==> src/rtl/lfsr_bcd_pkg.sv <==
// Shared types and helpers for the LFSR random source and its BCD converter.
package lfsr_bcd_pkg;

    typedef enum logic {
        IDLE = 1'b0,
        CONV = 1'b1
    } state_e;

    localparam logic [7:0] DEFAULT_TAPS_W8 = 8'hB8;

    // Double-dabble correction: a nibble of 5 or more would overflow past 9 after the shift.
    function automatic logic [3:0] add3_nibble(input logic [3:0] nib);
        return (nib >= 4'd5) ? nib + 4'd3 : nib;
    endfunction

    function automatic longint unsigned pow10(input int unsigned n);
        longint unsigned r;
        r = 1;
        for (int unsigned i = 0; i < n; i++) begin
            r = r * 10;
        end
        return r;
    endfunction

endpackage

==> src/rtl/lfsr_bcd_gen_if.sv <==
// Request/seed/result bundle between the random source and its consumer.
interface lfsr_bcd_gen_if #(
    parameter int WIDTH  = 8,
    parameter int DIGITS = 3
);
    logic                  req;
    logic                  seed_ld;
    logic [WIDTH-1:0]      seed_in;
    logic [WIDTH-1:0]      rand_out;
    logic [4*DIGITS-1:0]   bcd_out;
    logic                  busy;
    logic                  valid;

    modport master (
        output req, seed_ld, seed_in,
        input  rand_out, bcd_out, busy, valid
    );

    modport slave (
        input  req, seed_ld, seed_in,
        output rand_out, bcd_out, busy, valid
    );
endinterface

==> src/rtl/bin2bcd_seq.sv <==
// Sequential shift-and-add-3 binary to BCD converter, one bit per cycle.
module bin2bcd_seq
    import lfsr_bcd_pkg::*;
#(
    parameter int WIDTH  = 8,
    parameter int DIGITS = 3
) (
    input  logic                clk,
    input  logic                rst_n,
    input  logic                start,
    input  logic [WIDTH-1:0]    bin_in,
    output logic                busy,
    output logic                done,
    output logic [4*DIGITS-1:0] bcd
);

    localparam int ACC_W = 4 * DIGITS;
    localparam int CNT_W = (WIDTH > 1) ? $clog2(WIDTH) : 1;

    state_e             state_q, state_d;
    logic [CNT_W-1:0]   count_q, count_d;
    logic [ACC_W-1:0]   acc_q, acc_d;
    logic [WIDTH-1:0]   bin_q, bin_d;
    logic [ACC_W-1:0]   acc_adj;
    logic [ACC_W-1:0]   acc_shift;
    logic               last_shift;

    always_comb begin
        acc_adj = '0;
        for (int i = 0; i < DIGITS; i++) begin
            acc_adj[4*i +: 4] = add3_nibble(acc_q[4*i +: 4]);
        end
    end

    assign acc_shift  = (acc_adj << 1) | ACC_W'(bin_q[WIDTH-1]);
    assign last_shift = (state_q == CONV) && (count_q == CNT_W'(WIDTH - 1));

    always_ff @(posedge clk or negedge rst_n) begin
        if (!rst_n) begin
            state_q <= IDLE;
            count_q <= '0;
            acc_q   <= '0;
            bin_q   <= '0;
        end else begin
            state_q <= state_d;
            count_q <= count_d;
            acc_q   <= acc_d;
            bin_q   <= bin_d;
        end
    end

    always_comb begin
        state_d = state_q;
        case (state_q)
            IDLE:    if (start) state_d = CONV;
            CONV:    if (last_shift) state_d = IDLE;
            default: state_d = IDLE;
        endcase
    end

    always_comb begin
        count_d = count_q;
        acc_d   = acc_q;
        bin_d   = bin_q;
        if (state_q == IDLE && start) begin
            count_d = '0;
            acc_d   = '0;
            bin_d   = bin_in;
        end else if (state_q == CONV) begin
            count_d = count_q + CNT_W'(1);
            acc_d   = acc_shift;
            bin_d   = bin_q << 1;
        end
    end

    // The finished digits are the accumulator as it leaves the final shift.
    always_comb begin
        busy = (state_q == CONV);
        done = last_shift;
        bcd  = acc_shift;
    end

endmodule

==> src/rtl/lfsr_bcd_gen.sv <==
// Fibonacci LFSR random source whose every new value is converted to BCD digits.
module lfsr_bcd_gen
    import lfsr_bcd_pkg::*;
#(
    parameter int               WIDTH  = 8,
    parameter int               DIGITS = 3,
    parameter logic [WIDTH-1:0] TAPS   = WIDTH'(DEFAULT_TAPS_W8),
    parameter logic [WIDTH-1:0] SEED   = WIDTH'(1)
) (
    input  logic           CLOCK_50,
    input  logic           rst_n,
    lfsr_bcd_gen_if.slave  bus
);

    if (WIDTH < 3) begin : g_bad_width
        $error("lfsr_bcd_gen: WIDTH must be at least 3");
    end
    if (pow10(DIGITS) <= ((64'd1 << WIDTH) - 64'd1)) begin : g_bad_digits
        $error("lfsr_bcd_gen: DIGITS too small to hold 2^WIDTH-1");
    end
    if (SEED == '0) begin : g_bad_seed
        $error("lfsr_bcd_gen: SEED must be nonzero");
    end

    logic [WIDTH-1:0]    lfsr_q, lfsr_d;
    logic [WIDTH-1:0]    lfsr_next;
    logic [4*DIGITS-1:0] bcd_out_q, bcd_out_d;
    logic                valid_q, valid_d;
    logic                conv_start;
    logic                conv_busy;
    logic                conv_done;
    logic [4*DIGITS-1:0] conv_bcd;

    assign lfsr_next  = {lfsr_q[WIDTH-2:0], ^(lfsr_q & TAPS)};
    assign conv_start = bus.req && !bus.seed_ld && !conv_busy;

    // A zero seed would lock the register, so it is replaced by 1.
    always_comb begin
        lfsr_d = lfsr_q;
        if (!conv_busy) begin
            if (bus.seed_ld) begin
                lfsr_d = (bus.seed_in == '0) ? WIDTH'(1) : bus.seed_in;
            end else if (bus.req) begin
                lfsr_d = lfsr_next;
            end
        end
    end

    always_comb begin
        bcd_out_d = conv_done ? conv_bcd : bcd_out_q;
        valid_d   = conv_done;
    end

    always_ff @(posedge CLOCK_50 or negedge rst_n) begin
        if (!rst_n) begin
            lfsr_q    <= SEED;
            bcd_out_q <= '0;
            valid_q   <= 1'b0;
        end else begin
            lfsr_q    <= lfsr_d;
            bcd_out_q <= bcd_out_d;
            valid_q   <= valid_d;
        end
    end

    bin2bcd_seq #(
        .WIDTH  (WIDTH),
        .DIGITS (DIGITS)
    ) u_bin2bcd (
        .clk    (CLOCK_50),
        .rst_n  (rst_n),
        .start  (conv_start),
        .bin_in (lfsr_next),
        .busy   (conv_busy),
        .done   (conv_done),
        .bcd    (conv_bcd)
    );

    assign bus.rand_out = lfsr_q;
    assign bus.bcd_out  = bcd_out_q;
    assign bus.busy     = conv_busy;
    assign bus.valid    = valid_q;

endmodule

==> src/flat_wrapper.sv <==
// flat-port wrapper written by rule: the top's interface ports become plain ports
module lfsr_bcd_gen_flat import lfsr_bcd_pkg::*;
#(
    parameter int               WIDTH  = 8,
    parameter int               DIGITS = 3,
    parameter logic [WIDTH-1:0] TAPS   = WIDTH'(DEFAULT_TAPS_W8),
    parameter logic [WIDTH-1:0] SEED   = WIDTH'(1)
)
  (CLOCK_50, rst_n, bus_req, bus_seed_ld, bus_seed_in, bus_rand_out, bus_bcd_out, bus_busy, bus_valid);
  lfsr_bcd_gen_if #(.WIDTH(WIDTH), .DIGITS(DIGITS)) bus_i ();
  input  logic CLOCK_50;
  input  logic rst_n;
  input wire logic [$bits(bus_i.req)-1:0] bus_req;
  input wire logic [$bits(bus_i.seed_ld)-1:0] bus_seed_ld;
  input wire logic [$bits(bus_i.seed_in)-1:0] bus_seed_in;
  output wire logic [$bits(bus_i.rand_out)-1:0] bus_rand_out;
  output wire logic [$bits(bus_i.bcd_out)-1:0] bus_bcd_out;
  output wire logic [$bits(bus_i.busy)-1:0] bus_busy;
  output wire logic [$bits(bus_i.valid)-1:0] bus_valid;
  assign bus_i.req = bus_req;
  assign bus_i.seed_ld = bus_seed_ld;
  assign bus_i.seed_in = bus_seed_in;
  assign bus_rand_out = bus_i.rand_out;
  assign bus_bcd_out = bus_i.bcd_out;
  assign bus_busy = bus_i.busy;
  assign bus_valid = bus_i.valid;
  lfsr_bcd_gen #(.WIDTH(WIDTH), .DIGITS(DIGITS), .TAPS(TAPS), .SEED(SEED)) u_core (.CLOCK_50(CLOCK_50), .rst_n(rst_n), .bus(bus_i));
endmodule
==> config.mk <==
export PLATFORM = sky130hd
export DESIGN_NAME = lfsr_bcd_gen_flat
export DESIGN_NICKNAME = d
export VERILOG_FILES = /design/src/rtl/lfsr_bcd_pkg.sv /design/src/rtl/lfsr_bcd_gen_if.sv /design/src/rtl/bin2bcd_seq.sv /design/src/rtl/lfsr_bcd_gen.sv /design/src/flat_wrapper.sv
export SDC_FILE = /design/constraint.sdc
export NUM_CORES = 1
export LEC_CHECK = 0
export BUFFER_PORTS_ARGS = -buffer_cell sky130_fd_sc_hd__buf_4
export CAP_MARGIN = 20
export CORE_UTILIZATION = 35
export CTS_CLUSTER_DIAMETER = 30
export CTS_CLUSTER_SIZE = 30
export DETAILED_ROUTE_END_ITERATION = 10
export SYNTH_ARGS = -nofsm -noshare
export SYNTH_HDL_FRONTEND = slang
export SYNTH_SLANG_ARGS = --single-unit
==> constraint.sdc <==
create_clock -name CLOCK_50 -period 1.6 [get_ports CLOCK_50]
set_input_delay 0.24 -clock CLOCK_50 [delete_from_list [all_inputs] [get_ports CLOCK_50]]
set_output_delay 0.24 -clock CLOCK_50 [all_outputs]
set_load 0.005 [all_outputs]
==> flow_metrics.env, run 1 <==
export IMPL_synth_xor_area_share_pct=2.41
export IMPL_whs_ns=0.191
export IMPL_placed_area_sq_um=2550
export IMPL_fin_worst_skew_ns=0.00696
export IMPL_dr_pass1_iters=4
export IMPL_p_int_mw=3.38
export IMPL_grt_max_degree=46
export IMPL_p_leak_nw=1.24
export IMPL_pre_cts_ws_ns=-0.00835
export IMPL_drtIter0Drc=49
export IMPL_r2r_cells=6
export IMPL_reg2reg_to="u_core.u_bin2bcd.acc_q[2]$_DFFE_PN0P_"
export IMPL_max_freq_mhz=649
export IMPL_clkLatencyLatePin_ns=0.29
export IMPL_grt_pass1_wl_um=7550
export IMPL_yosys_area_share_simple_pct=14.6
export IMPL_period_minus_slack_ns=1.54
export IMPL_hp_class="input port to flop"
export IMPL_setup_ws_ns=0.0584
export IMPL_wl_per_cell_um=12.7
export IMPL_start_util_pct=36.6
export IMPL_synth_area_top_cells="dfrtp_1 (51%), nand2_1 (6.0%), ha_1 (4.6%)"
export IMPL_synth_top_cell_area_share_pct=50.5
export IMPL_synth_compound_area_share_pct=16.8
export IMPL_gp_congestion=0.807
export IMPL_core_sq_um=5960
export IMPL_worstPathRequired_ns=1.82
export IMPL_fin_crit_sh_pct=96.3
export IMPL_final_area_sq_um=2710
export IMPL_clock_sinks=45
export IMPL_pwr_share_comb_pct=46.2
export IMPL_cts_made_buffers=5
export IMPL_grtUsageTotal_pct=15.0
export IMPL_rrSetupSlack_ns=0.06
export IMPL_syn_to_final_growth_pct=24.4
export IMPL_max_stage_delay_ns=0.39
export IMPL_drive_gt1_share_pct=26.7
export IMPL_syn_inst=223
export IMPL_die_h_um=80.9
export IMPL_synth_cell_types=30
export IMPL_clkTransAtPathRegs_ns=0.08
export IMPL_die_w_um=80.9
export IMPL_clockRootBuffer="clkbuf_8"
export IMPL_yosys_area_share_adder_pct=4.60
export IMPL_syn_nets=243
export IMPL_min_to="u_core.bus.rand_out[7]$_DFFE_PN0P_"
export IMPL_nets=285
export IMPL_r2r_start="u_core.u_bin2bcd.acc_q[1]$_DFFE_PN0P_"
export IMPL_swShare_pct=36.8
export IMPL_whs_path_depth=3
export IMPL_drc=0
export IMPL_p_sw_mw=1.97
export IMPL_worst_setup_path_start_kind="flop"
export IMPL_grt_pass1_vias=1620
export IMPL_seq_power_share_pct=39.7
export IMPL_antenna_found_initial=0
export IMPL_finalHoldViolCount=0
export IMPL_nFillCells=616
export IMPL_tightest_slew_ns=0.559
export IMPL_power_mw=5.35
export IMPL_muxShareOfSynthArea_pct=5.28
export IMPL_p_clk_share_pct=14.1
export IMPL_dr_total_vias=1701
export IMPL_n_antenna_cell=0
export IMPL_drt_total_wl_um=4330
export IMPL_critPathCaptureType="flop"
export IMPL_dp_hpwl_um=3110
export IMPL_clockBufferDepth=2
export IMPL_synth_area_sq_um=2180
export IMPL_cp_slowest_cell="dfrtp_1"
export IMPL_yosysTopAreaCell="dfrtp_1"
export IMPL_slew_headroom_pct=62.7
export IMPL_avgSynthCellArea_sq_um=9.77
export IMPL_min_from="bus_seed_in[7]"
export IMPL_synth_seq_cells=45
export IMPL_powerDensity_nw_per_um2=1970
export IMPL_grt_ovfl_total=0
export IMPL_crit_type="flop to flop"
export IMPL_outcome="finished clean"
export IMPL_synth_top_family_by_area="compound AO/OA/AOI/OAI gates"
export IMPL_htreeDepth=2
export IMPL_crit_chain="inv_1 -> ha_2 -> nand2b_1 -> a21oi_2 -> mux2_4 -> o22ai_1"
export IMPL_ir_drop_mv=0.702
export IMPL_synth_seq_area_share_pct=51.8
export IMPL_rows=28
export IMPL_finalSetupViolations=0
export IMPL_die_area_sq_um=6540
export IMPL_cts_tree="yes"
export IMPL_worstPathArrival_ns=1.76
export IMPL_slew_violations=0
export IMPL_vias_per_cell=4.99
export IMPL_path_max_fanout=3
export IMPL_port_buffer_count=33
export IMPL_io_pins=34
export IMPL_ys_warn_count=0
export IMPL_tns_ns=0
export IMPL_ant_nets=0
export IMPL_cap_violations=0
-- how the worst max path moves through the flow --
stage,slack [ns],endpoint,start,depth (start not counted)
floorplan,0.06,u_core.u_bin2bcd.acc_q[6]$_DFFE_PN0P_,u_core.u_bin2bcd.acc_q[4]$_DFFE_PN0P_,6
global route,-0.002,u_core.u_bin2bcd.acc_q[2]$_DFFE_PN0P_,u_core.u_bin2bcd.acc_q[1]$_DFFE_PN0P_,6
CTS,0.02,u_core.u_bin2bcd.acc_q[2]$_DFFE_PN0P_,u_core.u_bin2bcd.acc_q[0]$_DFFE_PN0P_,6
detailed placement,-0.008,u_core.u_bin2bcd.acc_q[2]$_DFFE_PN0P_,u_core.u_bin2bcd.acc_q[0]$_DFFE_PN0P_,6
finish,0.06,u_core.u_bin2bcd.acc_q[2]$_DFFE_PN0P_,u_core.u_bin2bcd.acc_q[1]$_DFFE_PN0P_,6
global placement,0.09,u_core.u_bin2bcd.acc_q[2]$_DFFE_PN0P_,u_core.u_bin2bcd.acc_q[0]$_DFFE_PN0P_,6
-- layer usage --
layer	vias to the layer above	track usage, %	wire length, um
li1	852	-	-
met1	803	19.4	2110
met2	42	24.2	1970
met3	4	4.27	201
met4	0	4.82	44
met5	-	0	0
-- layout by cell type (no fill, tap or decap), types with 3 or more instances in the layout --
master and n:
buf_4 45, clkbuf_8 7, nand2_1 35, a21oi_1 13, o22ai_1 5, a21oi_2 3, nor3b_1 5, nor2_1 6
ha_2 3, inv_1 6, ha_1 5, o21ai_0 18, o21ai_1 19, dfrtp_1 44, a22oi_1 7, nor2b_1 9
xnor2_1 5, nand2b_1 3, inv_2 3, mux2i_1 7
-- synthesized netlist by cell type --
| master | number |
|---|---|
| o21ai_1 | 19 |
| buf_4 | 2 |
| o22ai_1 | 5 |
| inv_1 | 8 |
| nor3_1 | 1 |
| nor3b_1 | 5 |
| and2b_1 | 1 |
| or4_4 | 1 |
| nand2b_1 | 4 |
| o21ai_0 | 18 |
| nor2_1 | 6 |
| nand3_1 | 2 |
| mux2_2 | 4 |
| dfstp_2 | 1 |
| o32ai_1 | 1 |
| ha_1 | 8 |
| dfrtp_1 | 44 |
| nor4_2 | 1 |
| o31ai_1 | 1 |
| nor2b_1 | 9 |
| clkbuf_1 | 5 |
| mux2i_1 | 7 |
| nand2_1 | 35 |
| a21oi_1 | 16 |
| inv_2 | 1 |
| xor2_1 | 1 |
| buf_6 | 1 |
| a22oi_1 | 7 |
| buf_2 | 4 |
| xnor2_1 | 5 |
-- state kept, by name, indices dropped and copies added (netlist names) --
register	flops
u_core.bus.rand_out	8
u_core.u_bin2bcd.busy	1
u_core.u_bin2bcd.count_q	3
u_core.u_bin2bcd.bin_q	8
u_core.u_bin2bcd.acc_q	12
u_core.bus.valid	1
u_core.bus.bcd_out	12
-- through the flow --
step,cells,utilization [%]
after floorplan,223,-
after global placement,330,42.8
after detailed placement,330,42.8
after CTS,339,44.8
after global routing,341,45.5
final,341,45.5
-- cell type report --
class | count | area, sq um | share of cell area [%]
flip-flops and latches | 45 | 1130 | 41.6
multi-input cells | 157 | 986 | 36.4
repair buffers | 47 | 368 | 13.6
clock buffers | 7 | 96.3 | 3.55
well taps | 75 | 93.8 | 3.46
inverters | 9 | 33.8 | 1.25
clock inverters | 1 | 5.00 | 0.185
-- cells by family after synthesis --
family,count (synthesis)
compound gates,67
simple gates,65
flops,45
buf+inv,21
mux,11
fa+ha+maj,8
xor+xnor,6
-- power groups by stage --
stage | logic (mW) | clock network, mW | registers [mW]
5_1_grt | 2.80 | 0.845 | 2.20
3_3_place_gp | 2.29 | 0 | 2.12
3_5_place_dp | 2.35 | 0 | 2.13
6_report | 2.47 | 0.755 | 2.12
4_1_cts | 2.37 | 0.793 | 2.12
2_1_floorplan | 1.52 | 0 | 2.03
-- worst max-delay path, delay by kind of cell (launching register included) --
kind	cells	cell delay (ns)
AND/OR/NAND/NOR	1	0.08
buffers and inverters	1	0.11
multiplexers	1	0.33
flip-flops	1	0.39
adder cells (fa/ha/maj)	1	0.21
AO/OA/AOI/OAI	2	0.36
-- what timing repair did --
action	in CTS	in global routing
gates resized for setup	2	9
hold endpoints to repair	44	0
setup buffers	0	2
endpoints found under the setup margin	2	8
hold buffers	1	0
pin swaps	0	3
(Power assumes the default switching activity.)
==> run 2, diff against run 1 <==
- BUFFER_PORTS_ARGS: -buffer_cell sky130_fd_sc_hd__buf_4 -> default
- DONT_BUFFER_PORTS: default -> 1
==> run 2 against run 1 <==
  * Clock-buffer cell count unchanged
  * Clock skew decreased by 0.0012 ns
  * Clock power increased by 17%
  * Wire length increased by 1.2%
  * Maximum frequency increased by 1.1%
  * Die area unchanged
  * Combinational power decreased by 15%
  * Sequential share of layout area increased by 3.2 points
  * Largest cell class unchanged
==> flow_metrics.env, run 2 (same netlist as run 1, synthesis figures left out) <==
export IMPL_outcome="finished clean"
export IMPL_drtIter0Drc=83
export IMPL_slew_headroom_pct=67.8
export IMPL_period_minus_slack_ns=1.52
export IMPL_worstPathRequired_ns=1.82
export IMPL_worst_setup_path_start_kind="flop"
export IMPL_max_stage_delay_ns=0.44
export IMPL_path_max_fanout=4
export IMPL_grt_ovfl_total=0
export IMPL_clockBufferDepth=2
export IMPL_fin_worst_skew_ns=0.00573
export IMPL_clkTransAtPathRegs_ns=0.08
export IMPL_rrSetupSlack_ns=0.08
export IMPL_p_sw_mw=1.93
export IMPL_finalHoldViolCount=0
export IMPL_cap_violations=0
export IMPL_nets=256
export IMPL_core_sq_um=5960
export IMPL_whs_ns=0.0270
export IMPL_placed_area_sq_um=2310
export IMPL_layout_commonest_cell="dfrtp_1"
export IMPL_final_area_sq_um=2520
export IMPL_cts_made_buffers=5
export IMPL_min_to="u_core.bus.rand_out[5]$_DFFE_PN0P_"
export IMPL_worstPathArrival_ns=1.74
export IMPL_drive_gt1_share_pct=17.7
export IMPL_die_h_um=80.9
export IMPL_clkLatencyLatePin_ns=0.30
export IMPL_critPathCaptureType="flop"
export IMPL_cts_tree="yes"
export IMPL_reg2reg_to="u_core.u_bin2bcd.acc_q[6]$_DFFE_PN0P_"
export IMPL_nFillCells=593
export IMPL_tightest_slew_ns=0.481
export IMPL_powerDensity_nw_per_um2=2050
export IMPL_multi_input_area_sq_um=987
export IMPL_min_from="bus_seed_ld"
export IMPL_swShare_pct=37.4
export IMPL_crit_chain="inv_2 -> ha_1 -> nand2b_4 -> a21oi_2 -> mux2_4 -> o22ai_1"
export IMPL_ir_drop_mv=0.777
export IMPL_numPlacedInstances=300
export IMPL_antenna_found_initial=0
export IMPL_r2r_start="u_core.u_bin2bcd.acc_q[4]$_DFFE_PN0P_"
export IMPL_p_int_mw=3.24
export IMPL_wl_per_cell_um=14.0
export IMPL_p_clk_share_pct=17.1
export IMPL_drt_total_wl_um=4380
export IMPL_dp_hpwl_um=2980
export IMPL_slew_violations=0
export IMPL_rsz0062_at_grt="no"
export IMPL_ant_nets=0
export IMPL_r2r_cells=6
export IMPL_n_antenna_cell=0
export IMPL_dr_pass1_iters=4
export IMPL_finalSetupViolations=0
export IMPL_cp_slowest_cell="dfrtp_2"
export IMPL_p_leak_nw=1.10
export IMPL_fin_cells=312
export IMPL_clockRootBuffer="clkbuf_8"
export IMPL_mostFrequentLayoutCells="dfrtp_1 (43), nand2_1 (35), o21ai_1 (19)"
export IMPL_hp_class="input port to flop"
export IMPL_gp_congestion=0.743
export IMPL_max_freq_mhz=656
export IMPL_grt_pass1_vias=1629
export IMPL_rows=28
export IMPL_crit_type="flop to flop"
export IMPL_grt_pass1_wl_um=7580
export IMPL_seq_area_sq_um=1130
export IMPL_syn_to_final_growth_pct=15.6
export IMPL_pre_cts_ws_ns=0.00341
export IMPL_port_buffer_count=0
export IMPL_clock_sinks=45
export IMPL_start_util_pct=36.6
export IMPL_io_pins=34
export IMPL_grtUsageTotal_pct=15.1
export IMPL_vias_per_cell=5.12
export IMPL_pwr_share_comb_pct=40.9
export IMPL_dr_total_vias=1596
export IMPL_drc=0
export IMPL_seq_power_share_pct=42.0
export IMPL_tns_ns=0
export IMPL_fin_crit_sh_pct=95.3
export IMPL_die_area_sq_um=6540
export IMPL_grt_max_degree=46
export IMPL_htreeDepth=2
export IMPL_setup_ws_ns=0.0752
export IMPL_whs_path_depth=1
export IMPL_die_w_um=80.9
[run 2: critical path, delay by kind of cell, from the launching register on]
family / cells / cell delay [ns]
flops: 1 / 0.44
mux: 1 / 0.32
compound gates: 2 / 0.31
fa+ha+maj: 1 / 0.22
buf+inv: 1 / 0.08
simple gates: 1 / 0.07
[run 2: worst max-delay path by stage]
stage	end	slack, ns	startpoint	cells past startpoint
after floorplan	u_core.u_bin2bcd.acc_q[6]$_DFFE_PN0P_	0.06	u_core.u_bin2bcd.acc_q[4]$_DFFE_PN0P_	6
after global placement	u_core.u_bin2bcd.acc_q[10]$_DFFE_PN0P_	0.08	u_core.u_bin2bcd.acc_q[8]$_DFFE_PN0P_	6
after detailed placement	u_core.u_bin2bcd.acc_q[2]$_DFFE_PN0P_	0.003	u_core.u_bin2bcd.acc_q[0]$_DFFE_PN0P_	6
after CTS	u_core.u_bin2bcd.acc_q[10]$_DFFE_PN0P_	0.009	u_core.u_bin2bcd.acc_q[8]$_DFFE_PN0P_	6
after global routing	u_core.u_bin2bcd.acc_q[10]$_DFFE_PN0P_	0.002	u_core.u_bin2bcd.acc_q[8]$_DFFE_PN0P_	6
final	u_core.u_bin2bcd.acc_q[6]$_DFFE_PN0P_	0.08	u_core.u_bin2bcd.acc_q[4]$_DFFE_PN0P_	6
[run 2: per-stage QoR]
step                util [%]  total power, mW
finish                  42.3             5.17
floorplan                  -             3.55
global placement        38.8             4.05
global route            42.3             5.68
CTS                     41.5             5.08
detailed placement      38.8             4.13
[run 2: final cells by class]
cell class	instances	share of cell area, %
clock inverter	1	1.19
inverter	9	1.34
sequential	45	44.8
timing repair buffer	18	6.26
tap	75	3.73
multi-input combinational	157	39.2
clock buffer	7	3.43
[run 2: power by group through the flow]
stage	registers, mW	clock network, mW	logic [mW]
2_1_floorplan	2.03	0	1.52
3_3_place_gp	2.17	0	1.89
3_5_place_dp	2.19	0	1.94
4_1_cts	2.17	0.915	2.00
5_1_grt	2.26	0.967	2.45
6_report	2.17	0.887	2.11
[run 2: timing repair]
action | CTS | global route
hold buffers | 2 | 0
gates cloned | 0 | 0
endpoints found under the setup margin | 2 | 8
gates resized for setup | 2 | 11
setup buffers | 0 | 2
hold endpoints to repair | 45 | 0
pin swaps | 0 | 3
[run 2: routing by layer]
layer	global-route usage, %	part of all wire [%]	vias to the layer above
met4	4.29	1.1	0
li1	-	-	792
met1	20.0	49	756
met3	3.93	4.5	7
met5	0	0	-
met2	24.1	46	41
